$ cat src/rtl/mem_access_stage.sv
// mem_access_stage
//   Memory-stage access unit. Converts load/store requests from EX/M into a
//   req/ack data-memory transaction (byte enables, replicated store data),
//   flags misaligned accesses, stalls the pipeline while a transaction is
//   outstanding, and owns the M/W pipeline register feeding write-back.
// Ports
//   clk, reset_n                 clock, asynchronous active-low reset
//   valid_m, flush_m             M-stage instruction valid / kill
//   RegWriteM .. PC_4M           M-stage control and data
//   dm_req/we/addr/be/wdata      data-memory request (held until dm_ack)
//   dm_ack, dm_rdata             data-memory completion and read data
//   stall_m                      freeze F/D/E/M
//   exc_adel, exc_ades           misaligned load / store (IDLE only)
//   bus_err                      one-cycle pulse on ack timeout
//   RegWriteW .. PC_4W           M/W register contents
//
// state | meaning
// IDLE  | no transaction outstanding, M/W register advances each cycle
// BUSY  | request on the bus, pipeline stalled until dm_ack or timeout
module mem_access_stage #(
  parameter int unsigned ACK_TIMEOUT = 64
) (
  input  logic        clk,
  input  logic        reset_n,
  input  logic        valid_m,
  input  logic        flush_m,
  input  logic        RegWriteM,
  input  logic [1:0]  MemtoRegM,
  input  logic [2:0]  LoadopM,
  input  logic [1:0]  StoreopM,
  input  logic [31:0] ALUoutM,
  input  logic [31:0] WriteDataM,
  input  logic [4:0]  AwriteM,
  input  logic [31:0] PC_4M,
  output logic        dm_req,
  output logic        dm_we,
  output logic [31:0] dm_addr,
  output logic [3:0]  dm_be,
  output logic [31:0] dm_wdata,
  input  logic        dm_ack,
  input  logic [31:0] dm_rdata,
  output logic        stall_m,
  output logic        exc_adel,
  output logic        exc_ades,
  output logic        bus_err,
  output logic        RegWriteW,
  output logic [1:0]  MemtoRegW,
  output logic [2:0]  LoadopW,
  output logic [31:0] RDW,
  output logic [31:0] ALUoutW,
  output logic [4:0]  AwriteW,
  output logic [31:0] PC_4W
);

  typedef enum logic {IDLE, BUSY} state_t;
  typedef enum logic [1:0] {W_HOLD, W_BUBBLE, W_LOAD, W_LOAD_RD} w_op_t;

  // Counter only has to reach ACK_TIMEOUT-1; the timeout fires on that cycle.
  localparam int unsigned CW = (ACK_TIMEOUT > 1) ? $clog2(ACK_TIMEOUT) : 1;
  localparam logic [CW-1:0] TO_LAST = (ACK_TIMEOUT > 0) ? CW'(ACK_TIMEOUT - 1) : '0;

  state_t        state_q, state_d;
  w_op_t         w_op;
  logic [CW-1:0] cnt_q, cnt_d;
  logic          kill_q, kill_d;
  logic          bus_err_q, bus_err_d;
  logic          we_q, we_d;
  logic [31:0]   addr_q, addr_d;
  logic [3:0]    be_q, be_d;
  logic [31:0]   wdata_q, wdata_d;

  logic        is_store, is_load, mem_op, misaligned, timeout_hit;
  logic [3:0]  be_st;
  logic [31:0] wdata_st;

  // A store opcode takes precedence if both load and store are signalled.
  assign is_store    = (StoreopM != 2'd0);
  assign is_load     = (MemtoRegM == 2'd1) && !is_store;
  assign mem_op      = valid_m && !flush_m && (is_load || is_store);
  assign timeout_hit = (ACK_TIMEOUT > 0) && (cnt_q == TO_LAST);

  always_comb begin
    misaligned = 1'b0;
    be_st      = 4'hF;
    wdata_st   = WriteDataM;
    if (is_store) begin
      case (StoreopM)
        2'd1: misaligned = (ALUoutM[1:0] != 2'b00);
        2'd2: begin
          misaligned = ALUoutM[0];
          be_st      = ALUoutM[1] ? 4'b1100 : 4'b0011;
          wdata_st   = {2{WriteDataM[15:0]}};
        end
        2'd3: begin
          be_st    = 4'b0001 << ALUoutM[1:0];
          wdata_st = {4{WriteDataM[7:0]}};
        end
        default: misaligned = 1'b0;
      endcase
    end else begin
      case (LoadopM)
        3'd0:    misaligned = (ALUoutM[1:0] != 2'b00);
        3'd3,
        3'd4:    misaligned = ALUoutM[0];
        default: misaligned = 1'b0;
      endcase
    end
  end

  always_comb begin
    state_d   = state_q;
    cnt_d     = cnt_q;
    kill_d    = kill_q;
    bus_err_d = 1'b0;
    we_d      = we_q;
    addr_d    = addr_q;
    be_d      = be_q;
    wdata_d   = wdata_q;
    w_op      = W_HOLD;
    stall_m   = 1'b0;
    exc_adel  = 1'b0;
    exc_ades  = 1'b0;
    case (state_q)
      IDLE: begin
        kill_d = 1'b0;
        cnt_d  = '0;
        if (mem_op && misaligned) begin
          exc_adel = is_load;
          exc_ades = is_store;
          w_op     = W_BUBBLE;
        end else if (mem_op) begin
          stall_m = 1'b1;
          we_d    = is_store;
          addr_d  = {ALUoutM[31:2], 2'b00};
          be_d    = is_store ? be_st : 4'hF;
          wdata_d = is_store ? wdata_st : 32'h0;
          w_op    = W_BUBBLE;
          state_d = BUSY;
        end else if (flush_m) begin
          w_op = W_BUBBLE;
        end else begin
          w_op = W_LOAD;
        end
      end
      BUSY: begin
        if (dm_ack) begin
          // A flush seen at any point during the transaction squashes the result.
          w_op    = (kill_q || flush_m) ? W_BUBBLE : W_LOAD_RD;
          state_d = IDLE;
        end else if (timeout_hit) begin
          bus_err_d = 1'b1;
          w_op      = W_BUBBLE;
          state_d   = IDLE;
        end else begin
          stall_m = 1'b1;
          if (flush_m) kill_d = 1'b1;
          if (ACK_TIMEOUT > 0) cnt_d = cnt_q + CW'(1);
        end
      end
      default: state_d = IDLE;
    endcase
  end

  always_ff @(posedge clk or negedge reset_n) begin
    if (!reset_n) begin
      state_q   <= IDLE;
      cnt_q     <= '0;
      kill_q    <= 1'b0;
      bus_err_q <= 1'b0;
      we_q      <= 1'b0;
      addr_q    <= '0;
      be_q      <= '0;
      wdata_q   <= '0;
    end else begin
      state_q   <= state_d;
      cnt_q     <= cnt_d;
      kill_q    <= kill_d;
      bus_err_q <= bus_err_d;
      we_q      <= we_d;
      addr_q    <= addr_d;
      be_q      <= be_d;
      wdata_q   <= wdata_d;
    end
  end

  always_ff @(posedge clk or negedge reset_n) begin
    if (!reset_n) begin
      RegWriteW <= 1'b0;
      MemtoRegW <= '0;
      LoadopW   <= '0;
      RDW       <= '0;
      ALUoutW   <= '0;
      AwriteW   <= '0;
      PC_4W     <= '0;
    end else begin
      case (w_op)
        W_BUBBLE: begin
          RegWriteW <= 1'b0;
          MemtoRegW <= '0;
          LoadopW   <= '0;
          RDW       <= '0;
          ALUoutW   <= '0;
          AwriteW   <= '0;
          PC_4W     <= '0;
        end
        W_LOAD, W_LOAD_RD: begin
          RegWriteW <= RegWriteM && (valid_m || (w_op == W_LOAD_RD));
          MemtoRegW <= MemtoRegM;
          LoadopW   <= LoadopM;
          RDW       <= (w_op == W_LOAD_RD) ? dm_rdata : 32'h0;
          ALUoutW   <= ALUoutM;
          AwriteW   <= AwriteM;
          PC_4W     <= PC_4M;
        end
        default: ;
      endcase
    end
  end

  assign dm_req   = (state_q == BUSY);
  assign dm_we    = we_q;
  assign dm_addr  = addr_q;
  assign dm_be    = be_q;
  assign dm_wdata = wdata_q;
  assign bus_err  = bus_err_q;

endmodule

$ cat config.mk
export PLATFORM = sky130hd
export DESIGN_NAME = mem_access_stage
export DESIGN_NICKNAME = d
export VERILOG_FILES = /design/src/rtl/mem_access_stage.sv
export SDC_FILE = /design/constraint.sdc
export NUM_CORES = 1
export LEC_CHECK = 0
export BUFFER_PORTS_ARGS = -buffer_cell sky130_fd_sc_hd__buf_2
export CAP_MARGIN = 20
export CELL_PAD_IN_SITES_DETAIL_PLACEMENT = 0
export CELL_PAD_IN_SITES_GLOBAL_PLACEMENT = 1
export CORE_ASPECT_RATIO = 1.75
export CORE_MARGIN = 3
export CORE_UTILIZATION = 39
export CTS_CLUSTER_SIZE = 40
export DETAILED_ROUTE_END_ITERATION = 7
export PLACE_DENSITY_LB_ADDON = 0.08
export SLEW_MARGIN = 15
export SYNTH_ARGS = -nofsm -noshare
export SYNTH_HDL_FRONTEND = slang
export SYNTH_SLANG_ARGS = --single-unit
$ cat constraint.sdc
create_clock -name clk -period 3.2 [get_ports clk]
set_input_delay 0.16 -clock clk [delete_from_list [all_inputs] [get_ports clk]]
set_output_delay 0.16 -clock clk [all_outputs]
set_load 0.02 [all_outputs]
Word level (Yosys, flattened, before mapping) --
Index checks and enable logic that the tools add are counted.
Cells by class: add/subtract/negate cells 1, equality and inequality tests 13, shift-type cells 1, multiplexer cells 42, bitwise logic cells 2, reduce and logical (&&, ||, !) cells 19
Operator list (number):
- 32-bit case mux with 2 select lines | 4
- 32-bit 2-to-1 mux | 2
- 1-bit 2-to-1 mux | 16
- 6-bit 2-to-1 mux | 2
- 6-bit case mux with 2 select lines | 1
- 2-bit 2-to-1 mux | 5
- 1-bit case mux with 2 select lines | 5
- 5-bit case mux with 2 select lines | 1
- 2-bit equality test, second input constant | 4
- 4-bit 2-to-1 mux | 2
- 2-bit case mux with 2 select lines | 2
- 4-bit case mux with 2 select lines | 1
- 6-bit by 1-bit adder with 6-bit output, second input constant | 1
- 2-bit by 1-bit equality test with 1-bit output, second input constant | 3
- 6-bit equality test, second input constant | 1
- 2-bit inequality test, second input constant | 3
- 3-bit case mux with 2 select lines | 1
- 3-bit AND reduction | 2
- 2-bit nonzero test | 3
- 1-bit logical AND | 5
- 2-bit OR reduction | 2
- 1-bit by 2-bit left shift with 4-bit output, first input constant | 1
- 3-bit by 2-bit equality test with 1-bit output, second input constant | 1
- 3-bit equality test, second input constant | 1
- 5 further kinds | 9
Word-level totals: flip-flop bits (word level) 183, output and inout port bits 181, word-level logic and storage cells 93

Logic depth before layout (Yosys ltp) --
word-level depth 12, mapped depth 8, mapped depth without buffers 6

Worst setup path after synthesis --
OpenSTA, ideal clock, no wires.
kind input to output, start input port StoreopM[1], end output port exc_adel, arrival time 1850 ps, required time 3040 ps, setup slack 1190 ps, stages on the path 7, buffers on the path 1, cell sequence inv_1 -> ha_1 -> o21a_1 -> o22ai_1 -> clkbuf_1 -> nor2_1 -> nor4bb_1
On the way: longest elaborated chain between the ends 8, elaborated cells on any way between the ends 12, those cells by class eq/ne: 2; mux: 4; reduce/logical: 6
Ends and longest elaborated chain:
- from (decl) | line 30 | input logic [1:0] StoreopM,
- parallel branches: the longest is 6 deep, another holds 2-bit equality test
- 1-bit 2-to-1 mux (*) | line 127 | if (mem_op && misaligned) begin
- 1-bit 2-to-1 mux (*) | line 123 | case (state_q)
- to (decl) | line 43 | output logic exc_adel,
Mark *: on every way between the ends.

Worst setup path in the final report --
start register cnt_q[0], end output port stall_m
On the way: longest elaborated chain between the ends 4
Ends and longest elaborated chain:
- from (decl) | line 64 | logic [CW-1:0] cnt_q, cnt_d;
- from (signal assigned) | line 176 | cnt_q <= cnt_d;
- 6-bit equality test | line 80 | assign timeout_hit = (ACK_TIMEOUT > 0) && (cnt_q == TO_LAST);
- 1-bit 2-to-1 mux | line 150 | end else if (timeout_hit) begin
- 1-bit 2-to-1 mux | line 146 | if (dm_ack) begin
- 1-bit case mux with 2 select lines | line 123
- to (decl) | line 42 | output logic stall_m,
No other way between the ends.

==> results.json <==
{
  "drt_iter0_drc": 299,
  "grt_pass1_vias": 6614,
  "fin_setup_tns_ns": 0,
  "ant_nets": 0,
  "grt_overflow_total": 0,
  "crit_fanout": 109,
  "slowest_delay_ns": 0.41,
  "vdd_ir_drop_max_uv": 394,
  "syn_area_per_cell_um2": 13.8,
  "cp_top_family": "buffers and inverters",
  "holdCritPathClass": "in2reg",
  "power.leakage_nw": 5.58,
  "r2r-end": "dm_be[3]$_DFFE_PN0P_",
  "synth_area_um2": 7150,
  "initial_core_util_pct": 40.2,
  "p_clk_share_pct": 31.2,
  "rows": 64,
  "htreeDepth": 4,
  "io_pins": 327,
  "finalCriticalPeriod_ns": 2.45,
  "post-route-util_pct": 60.6,
  "multi_input_area_um2": 2390,
  "dr.pass1.iters": 4,
  "startpoint_type": "flip-flop",
  "timing.fmax_mhz": 408,
  "r2r_slack_ns": 0.90,
  "path_class": "reg2out",
  "crit_slowest_cell": "dfrtp_1",
  "arrival_ns": 2.29,
  "grt.total_usage_pct": 22.9,
  "wl_per_cell_um": 19.2,
  "p_int_mw": 4.44,
  "finalClockSkew_ns": 0.00968,
  "io_buffers": 324,
  "ctsHoldBuffers": 118,
  "syn_to_final_growth_pct": 50.7,
  "fin_crit_sh_pct": 76.6,
  "syn_inst": 520,
  "antenna_found_initial": 1,
  "wl_mm": 22.9,
  "ys_warn_count": 0,
  "clk_latency_ns": 0.42,
  "cap_violations": 0,
  "seq_area_um2": 4580,
  "gp_congestion": 0.835,
  "synthTopCellsByArea": "dfrtp_1 (64%), a22o_1 (14%), mux2_2 (4.7%)",
  "setup_viol": 0,
  "pwr_density_cell_nw_per_um2": 602,
  "min_from": "WriteDataM[13]",
  "async_reset_ff_share_pct": 100,
  "grt_max_degree": 110,
  "yosysTopAreaCellShare_pct": 64.0,
  "maxSlewViolCount": 0,
  "core_um2": 17800,
  "ctsRootBufferMaster": "clkbuf_16",
  "hold_slack_ns": 0.0163,
  "slew_headroom_pct": 33.7,
  "holdPathStages": 3,
  "drc": 0,
  "clock-sinks": 183,
  "reg2regPathDepth": 4,
  "netSwitchingPower_mw": 2.04,
  "crit_required_ns": 3.04,
  "path_buf_inv": 2,
  "numCtsBuffers": 17,
  "path_clk_slew_ns": 0.07,
  "die_h_um": 185,
  "viasPerCell": 5.14,
  "ys_ff_latch": 183,
  "p_sw_share_pct": 31.5,
  "sequentialPowerShare_pct": 43.8,
  "synth_edf_count": 0,
  "layout-drive-gt1-share_pct": 41.7,
  "status": "finished clean",
  "rr_startpoint": "dm_req$_DFF_PN0_",
  "path_cells": "ha_1, and4_1, a21oi_4, buf_12, or2_2, buf_2",
  "hold_viol": 0,
  "tritoncts": "yes",
  "cts.path.max_buffers": 2,
  "num_vias": 6133,
  "ys.flop_type": "dfrtp_1",
  "ys_seq_area_share_pct": 64.0,
  "synth_cell_types": 48,
  "dpl.hpwl_mm": 15.7,
  "cts_setup_buffers": 0,
  "end_kind": "output port",
  "min_to": "dm_wdata[13]$_DFFE_PN0P_",
  "rsz0062_at_grt": "false",
  "die-width_um": 108,
  "power_mw": 6.48,
  "grt_pass1_wl_mm": 35.7,
  "nFillCells": 1475,
  "ctsResizeCount": 0,
  "worst_pin_slew_ns": 0.994,
  "p_comb_share_pct": 25.0,
  "yosysTopAreaCell": "dfrtp_1",
  "finish.net_count": 1099,
  "dieArea_um2": 20100
}
## metal layers
| layer | GRT usage, % | wire (µm) | vias to the layer above |
|---|---|---|---|
| met5 | 0 | 0 | - |
| met4 | 7.79 | 480 | 0 |
| met3 | 6.21 | 1740 | 26 |
| met2 | 40.6 | 12000 | 246 |
| met1 | 26.4 | 8750 | 3052 |
| li1 | - | - | 2809 |
## worst max-delay path by stage
stage | startpoint | end | slack [ns] | cells past startpoint
after floorplan | StoreopM[1] | exc_adel | 1.19 | 7
after global placement | StoreopM[1] | RegWriteW$_DFFE_PN0P_ | 0.75 | 7
after detailed placement | StoreopM[1] | RegWriteW$_DFFE_PN0P_ | 0.64 | 7
after CTS | cnt_q[0]$_DFFE_PN0P_ | stall_m | 0.73 | 6
after global routing | cnt_q[0]$_DFFE_PN0P_ | stall_m | 0.64 | 6
final | cnt_q[0]$_DFFE_PN0P_ | stall_m | 0.75 | 6
## area by class of cell
class	instances	area share, %
flip-flops and latches	183	42.5
repair buffers	451	27.0
multi-input cells	291	22.2
clock buffers	20	4.24
well taps	231	2.68
clock inverters	12	1.10
inverters	4	0.139
diodes	2	0.0465
## stage by stage
stage          area, µm²  instances  setup WS, ns
6_report           10800       1194         0.747
5_1_grt            10800       1193         0.640
2_1_floorplan       7150        521          1.19
3_3_place_gp        9010       1042         0.750
4_1_cts            10800       1192         0.726
3_5_place_dp        9010       1042         0.639
## power groups by stage
stage / clock network, mW / logic (mW) / registers [mW]
CTS: 2.09 / 1.64 / 2.84
detailed placement: 0 / 1.52 / 2.87
global placement: 0 / 1.50 / 2.86
finish: 2.02 / 1.62 / 2.84
floorplan: 0 / 0.452 / 3.27
global route: 2.19 / 1.74 / 2.88
## cells in the mapped netlist (2+ instances only)
master     instances
or2_2              2
nor2b_1            5
nor3b_1            2
a31oi_1            2
nor4bb_1           2
o32a_1             4
buf_2             10
nor2_1            22
clkbuf_1          24
and2_1             3
o2bb2ai_1         24
o21a_1             2
a21boi_0           2
o21ai_0            3
nand2_1           11
a22oi_1            8
a22o_1           114
nand3_1           10
xor2_1             2
inv_1              4
buf_4              7
nor3_1             4
nand2b_1           2
mux2_2            30
mux2i_1            9
a21oi_1            4
dfrtp_1          183
ha_1               5
## flip-flops by register name (all words and copies together) (netlist names)
name	flops
AwriteW	5
cnt_q	6
dm_addr	30
RegWriteW	1
dm_be	4
dm_req	1
ALUoutW	32
dm_we	1
dm_wdata	32
PC_4W	32
MemtoRegW	2
LoadopW	3
kill_q	1
RDW	32
bus_err	1
## cell families (layout without fill, tap and decap cells)
| family | Yosys count | after routing | share of synthesized area [%] |
|---|---|---|---|
| flip-flops | 183 | 183 | 64.0 |
| AO/OA/AOI/OAI | 174 | 174 | 20.9 |
| AND/OR/NAND/NOR | 69 | 69 | 4.92 |
| buffers and inverters | 47 | 487 | 3.03 |
| multiplexers | 39 | 39 | 5.98 |
| adder cells (fa/ha/maj) | 5 | 5 | 0.875 |
| XOR/XNOR | 2 | 2 | 0.245 |
| other | 1 | 4 | 0.0524 |
## cells in the final DEF (no fill, tap or decap), types with 5 or more instances in the layout
master / instances
nand2_1: 11
o2bb2ai_1: 24
mux2_2: 30
dlygate4sd3_1: 118
nand3_1: 10
dfrtp_1: 183
buf_2: 323
ha_1: 5
a22oi_1: 8
clkbuf_16: 17
a22o_1: 114
nor2b_1: 5
nor2_1: 22
mux2i_1: 9
buf_4: 6
## worst reg2reg max path, stage by stage (launching register included)
cell and delay (ns):
dfrtp_1 0.53, or3b_1 0.49, nor2_2 0.35, nand2_1 0.38, o32a_1 0.45
Note: power is estimated with default switching activity, not from simulation.
